File: config.mk
export PLATFORM = sky130hd
export DESIGN_NAME = serdes_link_ctrl
export DESIGN_NICKNAME = d
export VERILOG_FILES = /design/src/rtl/serdes_pkg.sv /design/src/rtl/serdes_rx_deframer.sv /design/src/rtl/serdes_link_ctrl.sv
export SDC_FILE = /design/constraint.sdc
export NUM_CORES = 1
export LEC_CHECK = 0
export ABC_CLOCK_PERIOD_IN_PS = 5500
export BUFFER_PORTS_ARGS = -buffer_cell sky130_fd_sc_hd__buf_4
export CELL_PAD_IN_SITES_DETAIL_PLACEMENT = 2
export CELL_PAD_IN_SITES_GLOBAL_PLACEMENT = 2
export CORE_MARGIN = 8
export CORE_UTILIZATION = 42
export CTS_CLUSTER_SIZE = 10
export DETAILED_ROUTE_END_ITERATION = 6
export GPL_TIMING_DRIVEN = 0
export PLACE_DENSITY = 0.9
export SETUP_SLACK_MARGIN = 0.02
export SLEW_MARGIN = 20
export SYNTH_ARGS = -nofsm -noshare
export SYNTH_HDL_FRONTEND = slang
export SYNTH_SLANG_ARGS = --single-unit
export TNS_END_PERCENT = 5
File: constraint.sdc
create_clock -name clk -period 5.5 [get_ports clk]
set_clock_uncertainty 0.05 [all_clocks]
set_input_delay 1.1 -clock clk [delete_from_list [all_inputs] [get_ports clk]]
set_output_delay 1.1 -clock clk [all_outputs]
set_load 0.02 [all_outputs]
File: src/rtl/serdes_pkg.sv
`default_nettype none
// ============================================================================
// Module   : serdes_pkg
// Brief    : Shared types and helpers for the SerDes link controller:
//            TX/RX state encodings, default payload width, counter sizing.
// Revision : 1.0 - initial release
// ============================================================================
package serdes_pkg;

    localparam int DATA_W_DEFAULT = 8;

    typedef enum logic [2:0] {
        TX_IDLE  = 3'd0,
        TX_START = 3'd1,
        TX_DATA  = 3'd2,
        TX_PAR   = 3'd3,
        TX_STOP  = 3'd4
    } tx_state_t;

    typedef enum logic [2:0] {
        RX_HUNT  = 3'd0,
        RX_IDLE  = 3'd1,
        RX_DATA  = 3'd2,
        RX_PAR   = 3'd3,
        RX_STOP  = 3'd4
    } rx_state_t;

    // Bits needed for a counter that runs 0 .. n-1 (never narrower than 1).
    function automatic int cnt_width(input int n);
        if (n <= 2) begin
            return 1;
        end
        return $clog2(n);
    endfunction

endpackage : serdes_pkg
`default_nettype wire

File: src/rtl/serdes_rx_deframer.sv
`default_nettype none
// ============================================================================
// Module   : serdes_rx_deframer
// Brief    : Receive half of the SerDes link: 2-flop input synchronizer,
//            start/data/parity/stop deframing FSM, parity and framing checks.
// Revision : 1.0 - initial release
// ============================================================================
module serdes_rx_deframer
    import serdes_pkg::*;
#(
    parameter int DATA_W = DATA_W_DEFAULT
) (
    input  logic              clk,
    input  logic              rst_n,
    input  logic              ser_en,
    input  logic              par_en,
    input  logic              ser_in,
    output logic [DATA_W-1:0] rx_data,
    output logic              rx_valid,
    output logic              rx_par_err,
    output logic              rx_frame_err
);

    localparam int                CNT_W       = cnt_width(DATA_W);
    localparam logic [CNT_W-1:0]  c_last_data = CNT_W'(DATA_W - 1);

    logic              r_sync1;
    logic              r_sync2;
    rx_state_t         r_state;
    rx_state_t         w_state_nxt;
    logic [CNT_W-1:0]  r_cnt;
    logic [CNT_W-1:0]  w_cnt_nxt;
    logic [DATA_W-1:0] r_shift;
    logic [DATA_W-1:0] w_shift_nxt;
    logic              r_par_bit;
    logic              w_par_bit_nxt;
    logic              r_par_en;
    logic              w_par_en_nxt;
    logic [DATA_W-1:0] r_rx_data;
    logic [DATA_W-1:0] w_rx_data_nxt;
    logic              r_rx_valid;
    logic              r_rx_par_err;
    logic              r_rx_frame_err;
    logic              w_valid_nxt;
    logic              w_par_err_nxt;
    logic              w_frame_err_nxt;
    logic              w_line;

    assign w_line = r_sync2;

    // Two-stage synchronizer; resets to the idle-high line level and keeps
    // running even while the link is disabled.
    always_ff @(posedge clk or negedge rst_n) begin
        if (!rst_n) begin
            r_sync1 <= 1'b1;
            r_sync2 <= 1'b1;
        end else begin
            r_sync1 <= ser_in;
            r_sync2 <= r_sync1;
        end
    end

    // Deframer state, shift register and registered status pulses.
    always_ff @(posedge clk or negedge rst_n) begin
        if (!rst_n) begin
            r_state        <= RX_HUNT;
            r_cnt          <= '0;
            r_shift        <= '0;
            r_par_bit      <= 1'b0;
            r_par_en       <= 1'b0;
            r_rx_data      <= '0;
            r_rx_valid     <= 1'b0;
            r_rx_par_err   <= 1'b0;
            r_rx_frame_err <= 1'b0;
        end else begin
            r_state        <= w_state_nxt;
            r_cnt          <= w_cnt_nxt;
            r_shift        <= w_shift_nxt;
            r_par_bit      <= w_par_bit_nxt;
            r_par_en       <= w_par_en_nxt;
            r_rx_data      <= w_rx_data_nxt;
            r_rx_valid     <= w_valid_nxt;
            r_rx_par_err   <= w_par_err_nxt;
            r_rx_frame_err <= w_frame_err_nxt;
        end
    end

    // Next-state: the state names the bit the synchronized line carries now.
    always_comb begin
        w_state_nxt     = r_state;
        w_cnt_nxt       = r_cnt;
        w_shift_nxt     = r_shift;
        w_par_bit_nxt   = r_par_bit;
        w_par_en_nxt    = r_par_en;
        w_rx_data_nxt   = r_rx_data;
        w_valid_nxt     = 1'b0;
        w_par_err_nxt   = 1'b0;
        w_frame_err_nxt = 1'b0;
        if (!ser_en) begin
            // Disabled: drop any partial frame and require idle line again.
            w_state_nxt = RX_HUNT;
            w_cnt_nxt   = '0;
        end else begin
            case (r_state)
                RX_HUNT: begin
                    if (w_line) begin
                        w_state_nxt = RX_IDLE;
                    end
                end
                RX_IDLE: begin
                    if (!w_line) begin
                        w_state_nxt  = RX_DATA;
                        w_cnt_nxt    = '0;
                        w_par_en_nxt = par_en;
                    end
                end
                RX_DATA: begin
                    w_shift_nxt = {w_line, r_shift[DATA_W-1:1]};
                    if (r_cnt == c_last_data) begin
                        w_cnt_nxt   = '0;
                        w_state_nxt = r_par_en ? RX_PAR : RX_STOP;
                    end else begin
                        w_cnt_nxt = r_cnt + 1'b1;
                    end
                end
                RX_PAR: begin
                    w_par_bit_nxt = w_line;
                    w_state_nxt   = RX_STOP;
                end
                RX_STOP: begin
                    if (w_line) begin
                        if (r_par_en && (r_par_bit != (^r_shift))) begin
                            w_par_err_nxt = 1'b1;
                        end else begin
                            w_rx_data_nxt = r_shift;
                            w_valid_nxt   = 1'b1;
                        end
                        w_state_nxt = RX_IDLE;
                    end else begin
                        // A low stop bit means we may be mid-character; resync.
                        w_frame_err_nxt = 1'b1;
                        w_state_nxt     = RX_HUNT;
                    end
                end
                default: begin
                    w_state_nxt = RX_HUNT;
                end
            endcase
        end
    end

    assign rx_data      = r_rx_data;
    assign rx_valid     = r_rx_valid;
    assign rx_par_err   = r_rx_par_err;
    assign rx_frame_err = r_rx_frame_err;

endmodule : serdes_rx_deframer
`default_nettype wire

File: src/rtl/serdes_link_ctrl.sv
`default_nettype none
// ============================================================================
// Module   : serdes_link_ctrl
// Brief    : Link-layer controller for a 1-bit SerDes lane. Frames bytes from
//            a valid/ready interface onto ser_out and deframes ser_in.
// Revision : 1.0 - initial release
// ============================================================================
module serdes_link_ctrl
    import serdes_pkg::*;
#(
    parameter int DATA_W    = DATA_W_DEFAULT,
    parameter int STOP_BITS = 1
) (
    input  logic              clk,
    input  logic              rst_n,
    input  logic              ser_en,
    input  logic              par_en,
    input  logic [DATA_W-1:0] tx_data,
    input  logic              tx_valid,
    output logic              tx_ready,
    output logic              ser_out,
    input  logic              ser_in,
    output logic [DATA_W-1:0] rx_data,
    output logic              rx_valid,
    output logic              rx_par_err,
    output logic              rx_frame_err
);

    localparam int               CNT_W       = cnt_width((DATA_W > STOP_BITS) ? DATA_W : STOP_BITS);
    localparam logic [CNT_W-1:0] c_last_data = CNT_W'(DATA_W - 1);
    localparam logic [CNT_W-1:0] c_last_stop = CNT_W'(STOP_BITS - 1);

    tx_state_t         r_tx_state;
    tx_state_t         w_tx_state_nxt;
    logic [CNT_W-1:0]  r_tx_cnt;
    logic [CNT_W-1:0]  w_tx_cnt_nxt;
    logic [DATA_W-1:0] r_tx_data;
    logic              r_tx_par;
    logic              r_ser_out;
    logic              w_ser_out_nxt;
    logic              w_tx_last_stop;
    logic              w_tx_ready;
    logic              w_tx_fire;

    // Ready in idle or on the final stop cycle so frames can abut; held low
    // while reset is asserted.
    assign w_tx_last_stop = (r_tx_state == TX_STOP) && (r_tx_cnt == c_last_stop);
    assign w_tx_ready     = ser_en & rst_n & ((r_tx_state == TX_IDLE) | w_tx_last_stop);
    assign w_tx_fire      = tx_valid & w_tx_ready;

    // TX state, bit counter, registered lane output and frame capture.
    always_ff @(posedge clk or negedge rst_n) begin
        if (!rst_n) begin
            r_tx_state <= TX_IDLE;
            r_tx_cnt   <= '0;
            r_ser_out  <= 1'b1;
            r_tx_data  <= '0;
            r_tx_par   <= 1'b0;
        end else begin
            r_tx_state <= w_tx_state_nxt;
            r_tx_cnt   <= w_tx_cnt_nxt;
            r_ser_out  <= w_ser_out_nxt;
            if (w_tx_fire) begin
                r_tx_data <= tx_data;
                r_tx_par  <= par_en;
            end
        end
    end

    // Next-state and next lane bit; ser_out is derived from the next state so
    // the registered output and the state register stay aligned.
    always_comb begin
        w_tx_state_nxt = r_tx_state;
        w_tx_cnt_nxt   = r_tx_cnt;
        w_ser_out_nxt  = 1'b1;
        if (!ser_en) begin
            w_tx_state_nxt = TX_IDLE;
            w_tx_cnt_nxt   = '0;
        end else begin
            case (r_tx_state)
                TX_IDLE: begin
                    if (w_tx_fire) begin
                        w_tx_state_nxt = TX_START;
                        w_tx_cnt_nxt   = '0;
                    end
                end
                TX_START: begin
                    w_tx_state_nxt = TX_DATA;
                    w_tx_cnt_nxt   = '0;
                end
                TX_DATA: begin
                    if (r_tx_cnt == c_last_data) begin
                        w_tx_cnt_nxt   = '0;
                        w_tx_state_nxt = r_tx_par ? TX_PAR : TX_STOP;
                    end else begin
                        w_tx_cnt_nxt = r_tx_cnt + 1'b1;
                    end
                end
                TX_PAR: begin
                    w_tx_state_nxt = TX_STOP;
                    w_tx_cnt_nxt   = '0;
                end
                TX_STOP: begin
                    if (r_tx_cnt == c_last_stop) begin
                        w_tx_cnt_nxt   = '0;
                        w_tx_state_nxt = w_tx_fire ? TX_START : TX_IDLE;
                    end else begin
                        w_tx_cnt_nxt = r_tx_cnt + 1'b1;
                    end
                end
                default: begin
                    w_tx_state_nxt = TX_IDLE;
                    w_tx_cnt_nxt   = '0;
                end
            endcase
        end

        case (w_tx_state_nxt)
            TX_START: w_ser_out_nxt = 1'b0;
            TX_DATA:  w_ser_out_nxt = r_tx_data[w_tx_cnt_nxt];
            TX_PAR:   w_ser_out_nxt = ^r_tx_data;
            default:  w_ser_out_nxt = 1'b1;
        endcase
    end

    assign tx_ready = w_tx_ready;
    assign ser_out  = r_ser_out;

    serdes_rx_deframer #(
        .DATA_W (DATA_W)
    ) u_rx (
        .clk          (clk),
        .rst_n        (rst_n),
        .ser_en       (ser_en),
        .par_en       (par_en),
        .ser_in       (ser_in),
        .rx_data      (rx_data),
        .rx_valid     (rx_valid),
        .rx_par_err   (rx_par_err),
        .rx_frame_err (rx_frame_err)
    );

endmodule : serdes_link_ctrl
`default_nettype wire

## Yosys cells after proc, flatten, opt, wreduce, memory -nomap -nowiden

Index checks and enable logic that the tools add are counted.

- Bits of input ports: 14
- Logic and storage cells: 93
- Output and inout port bits: 13
- Register bits: 45

- Reductions and logical operators: 13
- Equality and inequality tests: 18
- $add $sub $neg: 2
- Bitwise logic cells: 6
- Multiplexer cells: 37
- Order comparisons: 1

Operator list:

| operator | number |
|---|---|
| $mux 3 | 17 |
| $pmux 3 s5 | 2 |
| $eq 3x2->1 const B | 6 |
| $reduce_xor 8->1 | 2 |
| $mux 1 | 14 |
| $eq 3x3->1 const B | 4 |
| $eq 3x1->1 const B | 3 |
| $logic_not 3->1 | 3 |
| $pmux 3 s3 | 1 |
| $add 3x1->3 const B | 2 |
| $ne 3x2->1 const B | 2 |
| $pmux 3 s2 | 1 |
| $reduce_and 2->1 | 3 |
| $reduce_and 3->1 | 2 |
| $lt 3x4->1 const B | 1 |
| $reduce_and 4->1 | 1 |
| $and 1x1->1 | 3 |
| $bmux 1 s3 | 1 |
| $ne 3x1->1 const B | 1 |
| $ne 3x3->1 const B | 1 |
| $pmux 1 s3 | 1 |
| $logic_and 1x1->1 | 2 |
| $not 1->1 | 2 |
| $ne 1x1->1 | 1 |
| $or 1x1->1 | 1 |

## Logic depth before layout (Yosys ltp)

- Depth in word-level cells: 11
- Depth in mapped cells: 8
- Depth with buffers taken out: 8

## Cells and area by module

A second synthesis with hierarchy kept.

- Cells, all modules: 175
- Area, all modules: 2,237.1 um^2

By module, submodules not included:

| module | area each (um^2) | cells each | times used | seq. area each (um^2) |
|---|---|---|---|---|
| serdes_rx_deframer | 1,224.9 | 87 | 1 | 728.2 |
| serdes_link_ctrl | 1,012.2 | 88 | 1 | 401.6 |

## Worst setup path before layout

Ideal clock, no wire load.

- Path kind: in2out
- Start point: input port rst_n
- End point: output port tx_ready
- Arrival time: 1.671 ns
- Data required time: 4.350 ns
- Slack: 2.679 ns
- Buffers on the path: 0
- Cell stages on the path: 2
- Cells stage by stage: nand2_1 a2111oi_4

- Word-level cells in the longest chain between the ends: 2

Ends and longest elaborated chain:

| what | line | RTL |
|---|---|---|
| start, declared | serdes_link_ctrl.sv:15 | `input logic rst_n,` |
| $and 1x1->1 (2 in series) | serdes_link_ctrl.sv:48 | `assign w_tx_ready = ser_en & rst_n & ((r_tx_state == TX_IDLE) \| w_tx_last_stop);` |
| end, declared | serdes_link_ctrl.sv:20 | `output logic tx_ready,` |

Every way passes these cells.

## Worst setup path in the final report

Same ends and word-level chain as after synthesis.

==> results list <==
- Max-cap violations in this run came to 0.
- Counting instances, the worst hold path has a depth of 0.
* Prevailing post-synth register cell: sky130_fd_sc_hd__dfrtp_1
* Highest ir drop seen on vdd: 0.176 mV
* Relative contribution of combinational cells to total power: 0.225
* Global-route usage over all layers: 0.164
- Fin util: 0.510
- Across all layers, the routed design uses 1531 vias.
- CP Max Fanout: 47
- Net count after synthesis: 202
- The initial antenna violation count is 0.
- Fin crit period: 3.54 ns
- Cell type with the largest total area after synthesis: sky130_fd_sc_hd__dfrtp_1
* Core Footprint: 5110 µm²
- In this run the mean area of a mapped cell was 12.1 µm².
- Yosys reg bits: 45
- Die area: 7850 µm²
* Wire length of the first global-routing pass: 9600 µm
* Diodes inserted: 0
* Area fraction of the dominant cell type after synthesis: 0.475
- Fin Hold WS: 0.313 ns
- No sink is reached through more buffers than the 2 on the longest clock path.
* Clock-pin slew of the registers on the worst-case setup and hold paths: 0.08 ns
- The detailed router finished its first iteration with 44 violations.
* Setup Buffers After CTS: 0
- Gates resized during post-CTS repair numbered 0.
* Detailed-router iteration count before antenna repair: 4
- Post-DP HPWL: 4000 µm
* Layout cell share with drive strength beyond 1: 0.327
- Setup violations remaining at the end of the flow were counted as 0.
- Initial Utilization: 0.433
- From left edge to right edge, the die measures 88.6 µm.
* Number of unique standard cell types used by synthesis: 36
* Highest attainable clock frequency: 0.282 GHz
* Number of CTS-inserted buffers: 5
- Internal power summed over all cells: 0.598 mW
* Leading post-synthesis cells by cell area: sky130_fd_sc_hd__dfrtp_1 48%, sky130_fd_sc_hd__mux2_2 14%, sky130_fd_sc_hd__xnor2_1 4.8%, sky130_fd_sc_hd__dfstp_2 3.6%, sky130_fd_sc_hd__ha_1 2.8%
- Number of levels the H-tree was split into: 2
* Average routed wire per standard cell: 20.5 µm
- The tree is rooted in a sky130_fd_sc_hd__clkbuf_8.
- Data on the critical path arrives at its endpoint at 2.39 ns.
- The number of pins exceeding their max-slew limit in the final report was 0.
- In the routed design, unresolved DRC markers number 0.
- The setup path with the least slack is of type input pin to primary output.
* Required time at the worst-slack endpoint: 4.35 ns
- Setup repair after global routing missed its margin: no
- Net switching share of the total power: 0.292
* Class of the tightest hold or removal check: flop to flop
- Height of the die: 88.6 µm
- For this design, the CTS-stage hold fixing added 0 buffers.
* Aggregate routed wire length: 5890 µm
* Kind of start point of the critical path: input pin
- Clock tree synthesis found a total of 45 sinks.
- The initialized floorplan defines 26 standard-cell rows.
- Leakage dissipation: 1.19 nW
- Combined area of all synthesized cells: 2210 µm²
* TritonCTS clock tree: yes
* Worst Reg-to-Reg Cells: 8
- The share of total power dissipated in sequential elements is 0.478.
- For this design the total switching power over the nets is 0.246 mW.
* Buffers on Ports: 26
- Total negative slack for setup checks: 0 ns
- Yosys printed 0 warnings.
- Fin nets: 235
* Insertion delay of the later-clocked pin in the worst-skew pair: 0.29 ns
- Count of flip-flops with a built-in enable after synthesis: 0
- In this run the count of I/O pins placed on the die edge is 27.
* Worst max-slew margin expressed relative to the limit: 0.608
- Sequential area share after synthesis: 0.511
- After synthesis, the share of flip-flops with an asynchronous set or reset is 1.00.
- Number of global-route vias before repair: 1773
- For the pin with the worst max-slew slack, the measured transition is 0.588 ns.
- Detail-routed via count per cell: 5.33
- Pin count of the biggest net entering global routing: 48
- Gp weighted congestion: 0.763
- In this run the power density over the cells is 324 nW/µm².
* Tot Pwr: 0.844 mW
- Result of the run: complete, no violations
- In the finished design, the share of the clock period the worst path needs comes to 0.644.
- The total overflow left after global routing is 0.
- Kind of capture point of the worst setup path: primary output
* Cell count after synthesis: 183
* Clock power frac: 0.296
* Layout-stage area growth over the synthesis result: 17.8%
- Once detail routing completed, the nets flagged for antenna violations numbered 0.
- Fin. Hold Viols: 0
==> through the flow <==
step	setup WS (ns)	area, µm²	cells
3_3_place_gp	1.94	2490	279
5_1_grt	1.80	2610	287
3_5_place_dp	1.92	2490	279
4_1_cts	1.92	2610	287
2_1_floorplan	2.68	2210	183
6_report	1.96	2610	287
==> per-layer routing <==
layer  up-vias  GRT usage  routed length [µm]
met5         -          0                   0
met3         7     0.0223                 109
li1        709          -                   -
met4         0     0.0584                  93
met1       798      0.187                2420
met2        17      0.301                3260
==> worst max-delay path, cell delays in order <==
cell	delay [ns]
sky130_fd_sc_hd__buf_4	0.47
sky130_fd_sc_hd__nand2_1	0.18
sky130_fd_sc_hd__a2111oi_4	0.41
sky130_fd_sc_hd__buf_4	0.21
==> synth_stat cells (4+ instances only) <==
cell                      count
sky130_fd_sc_hd__nand3_1      5
sky130_fd_sc_hd__dfrtp_1     42
sky130_fd_sc_hd__nor2_1      10
sky130_fd_sc_hd__ha_1         5
sky130_fd_sc_hd__nand2_1     10
sky130_fd_sc_hd__xnor2_1     12
sky130_fd_sc_hd__buf_2        4
sky130_fd_sc_hd__inv_1        5
sky130_fd_sc_hd__and2_1       4
sky130_fd_sc_hd__mux2i_1      6
sky130_fd_sc_hd__mux2_2      27
sky130_fd_sc_hd__a21oi_1      6
sky130_fd_sc_hd__nor2b_1      7
sky130_fd_sc_hd__xor2_1       4
==> worst paths after layout <==
| check | startpoint | slack [ns] | endpoint |
|---|---|---|---|
| worst max-delay path | rst_n | 1.96 | tx_ready |
| worst min-delay path | u_rx.r_sync1$_DFF_PN1_ | 0.31 | u_rx.r_sync2$_DFF_PN1_ |
| worst max register to register | r_tx_cnt[0]$_DFF_PN0_ | 2.82 | ser_out$_DFF_PN1_ |
| worst min register to register | u_rx.r_sync1$_DFF_PN1_ | 0.31 | u_rx.r_sync2$_DFF_PN1_ |
| max in group asynchronous | rst_n | 4.24 | r_tx_state[2]$_DFF_PN0_ |
| min in group asynchronous | rst_n | 0.76 | u_rx.rx_data[5]$_DFFE_PN0P_ |
==> power groups by stage <==
| stage | clock [mW] | sequential, mW | combinational, mW |
|---|---|---|---|
| 2_1_floorplan | 0 | 0.399 | 0.143 |
| 3_3_place_gp | 0 | 0.404 | 0.179 |
| 3_5_place_dp | 0 | 0.409 | 0.190 |
| 4_1_cts | 0.255 | 0.404 | 0.195 |
| 5_1_grt | 0.268 | 0.409 | 0.206 |
| 6_report | 0.250 | 0.404 | 0.190 |
==> layout by cell type, fill, tap and decap left out, types with 2 or more instances in the layout <==
| cell | count |
|---|---|
| sky130_fd_sc_hd__dfrtp_1 | 42 |
| sky130_fd_sc_hd__mux2_2 | 27 |
| sky130_fd_sc_hd__buf_4 | 26 |
| sky130_fd_sc_hd__xnor2_1 | 12 |
| sky130_fd_sc_hd__nor2_1 | 10 |
| sky130_fd_sc_hd__nand2_1 | 10 |
| sky130_fd_sc_hd__nor2b_1 | 7 |
| sky130_fd_sc_hd__a21oi_1 | 6 |
| sky130_fd_sc_hd__mux2i_1 | 6 |
| sky130_fd_sc_hd__inv_1 | 5 |
| sky130_fd_sc_hd__nand3_1 | 5 |
| sky130_fd_sc_hd__ha_1 | 5 |
| sky130_fd_sc_hd__clkbuf_8 | 5 |
| sky130_fd_sc_hd__buf_2 | 4 |
| sky130_fd_sc_hd__xor2_1 | 4 |
| sky130_fd_sc_hd__and2_1 | 4 |
| sky130_fd_sc_hd__a32oi_1 | 3 |
| sky130_fd_sc_hd__nand3b_1 | 3 |
| sky130_fd_sc_hd__nand2b_1 | 3 |
| sky130_fd_sc_hd__nor3_1 | 3 |
| sky130_fd_sc_hd__o21ai_0 | 3 |
| sky130_fd_sc_hd__a22o_1 | 3 |
| sky130_fd_sc_hd__dfstp_2 | 3 |
| sky130_fd_sc_hd__clkbuf_1 | 2 |
==> kinds of logic after synthesis <==
logic type                 Yosys count  synth area share
xor gates and xnor gates            16            0.0633
buffers and inverters               10            0.0192
muxes                               33             0.165
adders and majority gates            5            0.0283
AOI/OAI and AO/OA                   24            0.0922
and+or+nand+nor                     50             0.122
DFF                                 45             0.511
==> final cells by class <==
class / count / area, µm²
clock inverters: 2 / 38.8
well taps: 70 / 87.6
clock buffers: 6 / 72.6
flip-flops and latches: 45 / 1130
plain buffers: 5 / 23.8
inverters: 5 / 18.8
multi-input cells: 128 / 1040
repair buffers: 26 / 195
fillers: 510 / 2500
==> state kept, by name (all words and copies together), names as in the netlist, 3 cells and up <==
signal and flops:
u_rx.r_shift 8, r_tx_cnt 3, r_tx_data 8, r_tx_state 3
u_rx.r_state 3, u_rx.r_cnt 3, u_rx.rx_data 8
Note: power is estimated with default switching activity, not from simulation.
